## src/rtl/rtc_pkg.sv

```systemverilog
// rtc_pkg: shared time-of-day limits, packed time type and range check
package rtc_pkg;
  localparam int SEC_MAX = 59;
  localparam int MIN_MAX = 59;
  localparam int HOUR_MAX = 23;
  typedef struct packed {
    logic [4:0] hour;
    logic [5:0] minute;
    logic [5:0] second;
  } rtc_time_t;
  function automatic logic time_ok(rtc_time_t t);
    return t.hour <= 5'(HOUR_MAX) && t.minute <= 6'(MIN_MAX) && t.second <= 6'(SEC_MAX);
  endfunction
endpackage

```

## src/rtl/mod_counter.sv

```systemverilog
// mod_counter: modulo-MOD counter with increment, load and carry-out
module mod_counter #(
  parameter int W = 6,
  parameter int MOD = 60
) (
  input  logic         clk,
  input  logic         reset,
  input  logic         inc,
  input  logic         load,
  input  logic [W-1:0] load_val,
  output logic [W-1:0] q,
  output logic         carry
);
  assign carry = inc && q == W'(MOD - 1);
  always_ff @(posedge clk)
    q <= reset ? '0 : load ? load_val : carry ? '0 : inc ? q + W'(1) : q;
endmodule

```

## src/rtl/rtc_timekeeper.sv

```systemverilog
// rtc_timekeeper: prescaled hh:mm:ss + day keeper with pause, validated load and minute alarm
module rtc_timekeeper
  import rtc_pkg::*;
#(
  parameter int TICK_DIV = 50_000_000,
  parameter int DAY_W = 16,
  parameter int PRE_W = $clog2(TICK_DIV)
) (
  input  logic             clk,
  input  logic             reset,
  input  logic             run,
  input  logic             set_valid,
  output logic             set_ready,
  input  logic [4:0]       set_hour,
  input  logic [5:0]       set_min,
  input  logic [5:0]       set_sec,
  output logic             set_err,
  input  logic             alarm_en,
  input  logic [4:0]       alarm_hour,
  input  logic [5:0]       alarm_min,
  output logic [4:0]       hour,
  output logic [5:0]       minute,
  output logic [5:0]       second,
  output logic [DAY_W-1:0] day,
  output logic             sec_tick,
  output logic             min_tick,
  output logic             alarm
);
  logic [PRE_W-1:0] pre;
  rtc_time_t st;
  logic acc, ld, tick, inc, sc, mc, hc;
  logic [4:0] hn;
  logic [5:0] mn;
  assign st = '{hour: set_hour, minute: set_min, second: set_sec};
  assign acc = set_valid && set_ready;
  assign ld = acc && time_ok(st);
  assign tick = run && pre == PRE_W'(TICK_DIV - 1);
  assign inc = tick && !ld;
  // hour/minute as they will read after this edge, for the alarm compare
  assign mn = mc ? '0 : minute + 6'd1;
  assign hn = hc ? '0 : mc ? hour + 5'd1 : hour;
  mod_counter #(.W(6), .MOD(SEC_MAX + 1)) u_sec (
    .clk(clk), .reset(reset), .inc(inc), .load(ld), .load_val(st.second), .q(second), .carry(sc)
  );
  mod_counter #(.W(6), .MOD(MIN_MAX + 1)) u_min (
    .clk(clk), .reset(reset), .inc(sc), .load(ld), .load_val(st.minute), .q(minute), .carry(mc)
  );
  mod_counter #(.W(5), .MOD(HOUR_MAX + 1)) u_hour (
    .clk(clk), .reset(reset), .inc(mc), .load(ld), .load_val(st.hour), .q(hour), .carry(hc)
  );
  always_ff @(posedge clk) begin
    if (reset) begin
      pre <= '0;
      day <= '0;
      set_ready <= 1'b0;
      set_err <= 1'b0;
      sec_tick <= 1'b0;
      min_tick <= 1'b0;
      alarm <= 1'b0;
    end else begin
      pre <= (ld || tick) ? '0 : run ? pre + PRE_W'(1) : pre;
      day <= day + DAY_W'(hc);
      set_ready <= 1'b1;
      set_err <= acc && !time_ok(st);
      sec_tick <= inc;
      min_tick <= sc;
      alarm <= sc && alarm_en && hn == alarm_hour && mn == alarm_min;
    end
  end
endmodule

```

## config.mk

```make
export PLATFORM = sky130hd
export DESIGN_NAME = rtc_timekeeper
export DESIGN_NICKNAME = d
export VERILOG_FILES = /design/src/rtl/rtc_pkg.sv /design/src/rtl/mod_counter.sv /design/src/rtl/rtc_timekeeper.sv
export SDC_FILE = /design/constraint.sdc
export NUM_CORES = 1
export LEC_CHECK = 0
export CORE_MARGIN = 4
export CORE_UTILIZATION = 46
export CTS_BUF_LIST = sky130_fd_sc_hd__clkbuf_8 sky130_fd_sc_hd__clkbuf_16
export DETAILED_ROUTE_END_ITERATION = 6
export PLACE_DENSITY_LB_ADDON = 0.2
export REMOVE_ABC_BUFFERS = 1
export SLEW_MARGIN = 20
export SYNTH_ARGS = -nofsm -noshare
export SYNTH_HDL_FRONTEND = slang
export SYNTH_HIERARCHICAL = 1
export SYNTH_SLANG_ARGS = --single-unit
```

## constraint.sdc

```tcl
create_clock -name clk -period 5.5 [get_ports clk]
set_clock_uncertainty 0.2 [all_clocks]
set_input_delay 1.65 -clock clk [delete_from_list [all_inputs] [get_ports clk]]
set_output_delay 1.65 -clock clk [all_outputs]
set_load 0.01 [all_outputs]
```

== Word level (Yosys, flattened, before mapping) ==
Index checks and enable logic that the tools add are counted.
Word-level totals
  input bits: 33
  register bits: 64
  output and inout bits: 38
Cells by class
  add/subtract/negate cells: 5
  equal/unequal tests: 6
  mux-type cells: 11
  magnitude comparators: 3
  reduce and logical (&&, ||, !) cells: 19
Operator list (count)
  two-way mux 6 bit: 7
  adder 26 x 1 -> 26 bit, second input constant: 1
  equality test 26 bit, second input constant: 1
  adder 16 x 1 -> 16 bit: 1
  two-way mux 5 bit: 3
  logical AND 1 bit: 13
  adder 6 x 1 -> 6 bit, second input constant: 2
  equality test 6 bit, second input constant: 2
  <= comparator 6 bit, second input constant: 2
  equality test 6 bit: 1
  nonzero test 3 bit: 2
  adder 5 x 1 -> 5 bit, second input constant: 1
  equality test 5 bit: 1
  equality test 5 bit, second input constant: 1
  <= comparator 5 bit, second input constant: 1
  logical NOT 1 bit: 2
  OR reduction 2 bit: 1
  logical OR 1 bit: 1
  two-way mux 1 bit: 1

== Logic depth before layout (Yosys ltp) ==
  depth after elaboration: 13
  gate-level depth with buffers: 20
  mapped depth without buffers: 18

== Cells and area by module ==
The synthesis kept the hierarchy.
Modules (own cells, without submodules)
  rtc_timekeeper: seq. area each 940.9 um^2, area an instance 2356.0 um^2, instances 1, cells each 274
  mod_counter (u_min ...): seq. area each 120.1 um^2, area an instance 369.1 um^2, instances 2, cells each 43
  mod_counter (u_hour): seq. area each 100.1 um^2, area an instance 290.3 um^2, instances 1, cells each 33

== Worst setup path after synthesis ==
No wires, ideal clock.
  kind: input to register
  from: input port run
  to: register day[14]
  setup slack: -0.459 ns
  data arrival time: 5.631 ns
  required time: 5.172 ns
  cell stages on the path: 20
  path buffers: 3
  setup time: 0.128 ns
  cell sequence: buf_4 -> nand4_1 -> nor2_2 -> nand3_1 -> nor2_1 -> buf_6 -> nand4_1 -> nor3b_2 -> buf_6 -> nand4_1 -> nor3b_2 -> nand3_1 -> nor3b_1 -> ha_1 -> ha_1 -> nand3_1 -> nor3_1 -> nand4_1 -> xor2_1 -> nor2_1
On the way
  word-level cells in the longest chain between the ends: 6
RTL lines
  start, declared: line rtc_timekeeper.sv:11  | input logic run,
  logical AND 1 bit: line rtc_timekeeper.sv:37  | assign tick = run && pre == PRE_W'(TICK_DIV - 1);
  logical AND 1 bit: line rtc_timekeeper.sv:38  | assign inc = tick && !ld;
  named net inc: line rtc_timekeeper.sv:31  | logic acc, ld, tick, inc, sc, mc, hc;
  logical AND 1 bit: line mod_counter.sv:14  | assign carry = inc && q == W'(MOD - 1);
  named net sc: line rtc_timekeeper.sv:31
  logical AND 1 bit: line mod_counter.sv:14
  named net mc: line rtc_timekeeper.sv:31
  logical AND 1 bit: line mod_counter.sv:14
  named net hc: line rtc_timekeeper.sv:31
  adder 16 x 1 -> 16 bit: line rtc_timekeeper.sv:62  | day <= day + DAY_W'(hc);
  end signal, assigned: line rtc_timekeeper.sv:62
  end, declared: line rtc_timekeeper.sv:24  | output logic [DAY_W-1:0] day,
The timed path passes the listed nets, and every way through them passes these cells.
A chain may end at the register's enable or synchronous reset.

== Final worst setup path ==
  from: input port set_min[5]
  to: register day[14]
On the way
  word-level cells in the longest chain between the ends: 10
RTL lines
  start, declared: line rtc_timekeeper.sv:15  | input logic [5:0] set_min,
  <= comparator 6 bit: line rtc_pkg.sv:12  | return t.hour <= 5'(HOUR_MAX) && t.minute <= 6'(MIN_MAX) && t.second <= 6'(SEC_MAX);
  logical AND 1 bit (2 in series): line rtc_pkg.sv:12
  logical AND 1 bit: line rtc_timekeeper.sv:36  | assign ld = acc && time_ok(st);
  named net ld: line rtc_timekeeper.sv:31
  logical NOT 1 bit: line rtc_timekeeper.sv:38
  logical AND 1 bit: line rtc_timekeeper.sv:38
  named net inc: line rtc_timekeeper.sv:31
  logical AND 1 bit: line mod_counter.sv:14
  named net sc: line rtc_timekeeper.sv:31
  logical AND 1 bit: line mod_counter.sv:14
  named net mc: line rtc_timekeeper.sv:31
  logical AND 1 bit: line mod_counter.sv:14
  named net hc: line rtc_timekeeper.sv:31
  adder 16 x 1 -> 16 bit: line rtc_timekeeper.sv:62
The timed path passes the listed nets, and every way through them passes these cells.

==> reports/results.ini <==
[logic_synthesis]
synth_edf_count=0
yosysTopAreaCell=dfxtp_1
syn_inst=393
yosys_register_bits=64
synth.avg_cell_area_um2=8.61
yosys_warnings=6
synth_area_leaders=dfxtp_1 (38%), xor2_1 (11%), nor2_1 (6.2%)
synth.top_cell.area_share_pct=37.9
synthArstFlopShare_pct=0
yosysSeqAreaShare_pct=37.9
synth_area_um2=3380
synth_common_cells=dfxtp_1 (64), nor2_1 (56), xor2_1 (44)
synth_top_flop_cell=dfxtp_1
synthDistinctLibCells=55
synth.most_common_cell=dfxtp_1

[floorplanning]
chipHeight_um=93.8
start_util_pct=46.9
dieArea_um2=8790
row_count=31
ios=71
coreArea_um2=7210
die_x_um=93.8

[final_layout]
final_cells=578
antenna_cells=0
stdcell_area_um2=4530
syn_to_final_growth_pct=33.8
fin_util_pct=62.7
drive_gt1_share_pct=9.60
fin_nets=515

[sta]
fin_crit_sh_pct=91.7
tns_ps=0
worst_slack_ps=457
period_minus_slack_ps=5040
timing.fmax_mhz=198
timing.hold.ws_ps=293
tightest_slew_ps=428
slew_viol_final=0
slew_headroom_pct=71.4
finalHoldViolCount=0
setup_viol=0

[worst_setup_path]
critical_path.startpoint=set_min[5]
critPathLaunchType=primary input
critical_path.max_stage_delay_ps=490
crit_fanout=3
crit_top_cell=nand4_1
crit-reg2reg-launch=pre[12]
cp.required_ps=5520
regToRegSetupSlack_ps=1550
critPathSlowestCell=clkdlybuf4s50_1
endpoint_kind=register
cp_top_family=simple AND/OR/NAND/NOR gates
path_buf_inv=1
path_class=in -> reg
path_cells=clkdlybuf4s50_1, nand4_1, and3_1, nor2b_2, nor2_1, nand4_1, nor3b_2, nand4_1, nor3b_2, nand3_1, nor3b_2, ha_1, ha_1, nand3_1, nor3_2, nand4_1, xor2_1, nor2_1
arrival_ps=5060

[global_routing]
gr-total-overflow=0
antenna_found_initial=0
grt_max_degree=44
grt_pass1_vias=2865
grt.total_usage_pct=18.4
grt_pass1_wl_um=13000

[routing]
drcViolationCount=0
ant_nets=0
drt-initial-drc-count=164
vias=3029
via_per_inst=5.24
drt-total-wl_um=7760
drt_pass1_iterations=4
wire_per_inst_um=13.4

[cts]
ctsHoldBuffers=0
cts_buffers=9
post_cts_buffers=0
path_clk_slew_ps=80
root_buffer=clkbuf_8
htreeDepth=3
cts_sinks=64
cts_max_path_buffers=2
cts-resized-gates=0
cts_tree=yes
clk-insertion-delay-late_ps=340

[job]
drv_cap=0

[power_and_ir_drop]
p_seq_share_pct=41.5
p_clk_share_pct=50.2
power_density_nw_per_um2=259
ir_drop_v=0.000192
switchingPower_mw=0.251
combPwrFrac_pct=8.4
finalPower_mw=1.17
swShare_pct=21.4
internal_power_mw=0.921
power_leakage_nw=1.61

[worst_hold_path]
hold_path_class=reg -> reg
worstHoldStart=set_ready

[placement]
place_inst=562
place_congestion=0.805
place_area_um2=4230
dp_hpwl_um=5480
place_ws_ps=77.7
io_buffers=70

[run_status]
status=finished clean

[state kept, by name, summed over array words and instances, names as in the netlist]
name,flops
alarm,1
day,16
min_tick,1
pre,26
sec_tick,1
set_err,1
set_ready,1
u_hour/q,5
u_min/q,6
u_sec/q,6
[metal layers]
layer | share of wire (%) | track usage, % | vias to the layer above
met5 | 0 | 0 | -
met1 | 47 | 23.2 | 1420
met2 | 48 | 30.0 | 59
met3 | 4.8 | 4.17 | 5
li1 | - | - | 1545
met4 | 1.0 | 7.82 | 0
[final cells by class]
class,count,area [um^2]
Clock inverter,7,168
Multi-Input combinational cell,306,1990
Inverter,10,37.5
Clock buffer,9,124
Timing Repair Buffer,83,798
Tap cell,99,124
Sequential cell,64,1280
Fill cell,654,2690
[final timing paths]
check	end	cells past startpoint
max	day[14]	18
min	set_err	2
max reg2reg	day[14]	18
min reg2reg	set_err	2
[power by group through the flow]
stage | clock network, mW | logic, mW | registers, mW
CTS | 0.597 | 0.0991 | 0.486
global route | 0.617 | 0.108 | 0.488
global placement | 0 | 0.0966 | 0.497
detailed placement | 0 | 0.0983 | 0.497
finish | 0.588 | 0.0981 | 0.486
floorplan | 0 | 0.0410 | 0.496
[placed cells by master (no fill, tap or decap), types with 4 or more instances in the layout]
cell | netlist | routed
xor2_1 | 44 | 44
o21ai_0 | 7 | 7
inv_1 | 10 | 10
ha_1 | 8 | 8
and3_1 | 5 | 5
bufinv_16 | 0 | 5
or3_1 | 8 | 8
nand4_1 | 17 | 17
nand2_1 | 26 | 26
nor3_1 | 8 | 7
clkbuf_8 | 0 | 9
nand3_1 | 20 | 20
or4_1 | 4 | 4
xnor2_1 | 15 | 15
mux2i_1 | 5 | 5
nor2_1 | 56 | 56
nor2b_1 | 9 | 8
a21oi_1 | 23 | 23
clkdlybuf4s50_1 | 0 | 70
nor3b_1 | 5 | 4
dfxtp_1 | 64 | 64
buf_4 | 4 | 13
[worst min-delay path: cells and delay by family, from the launching register on]
family	cells	cell delay [ps]
flip-flops	1	310
AND/OR/NAND/NOR	2	140
[kinds of logic (layout without fill, tap and decap cells)]
kind of cell	Yosys count	in the layout	share of synthesized area, %
xor gates and xnor gates	59	59	15.3
adders and majority gates	8	8	2.96
buffers and inverters	23	109	3.59
DFF	64	64	37.9
AOI/OAI and AO/OA	47	47	8.43
and+or+nand+nor	186	186	30.1
muxes	6	6	1.81
(Power assumes the default switching activity.)
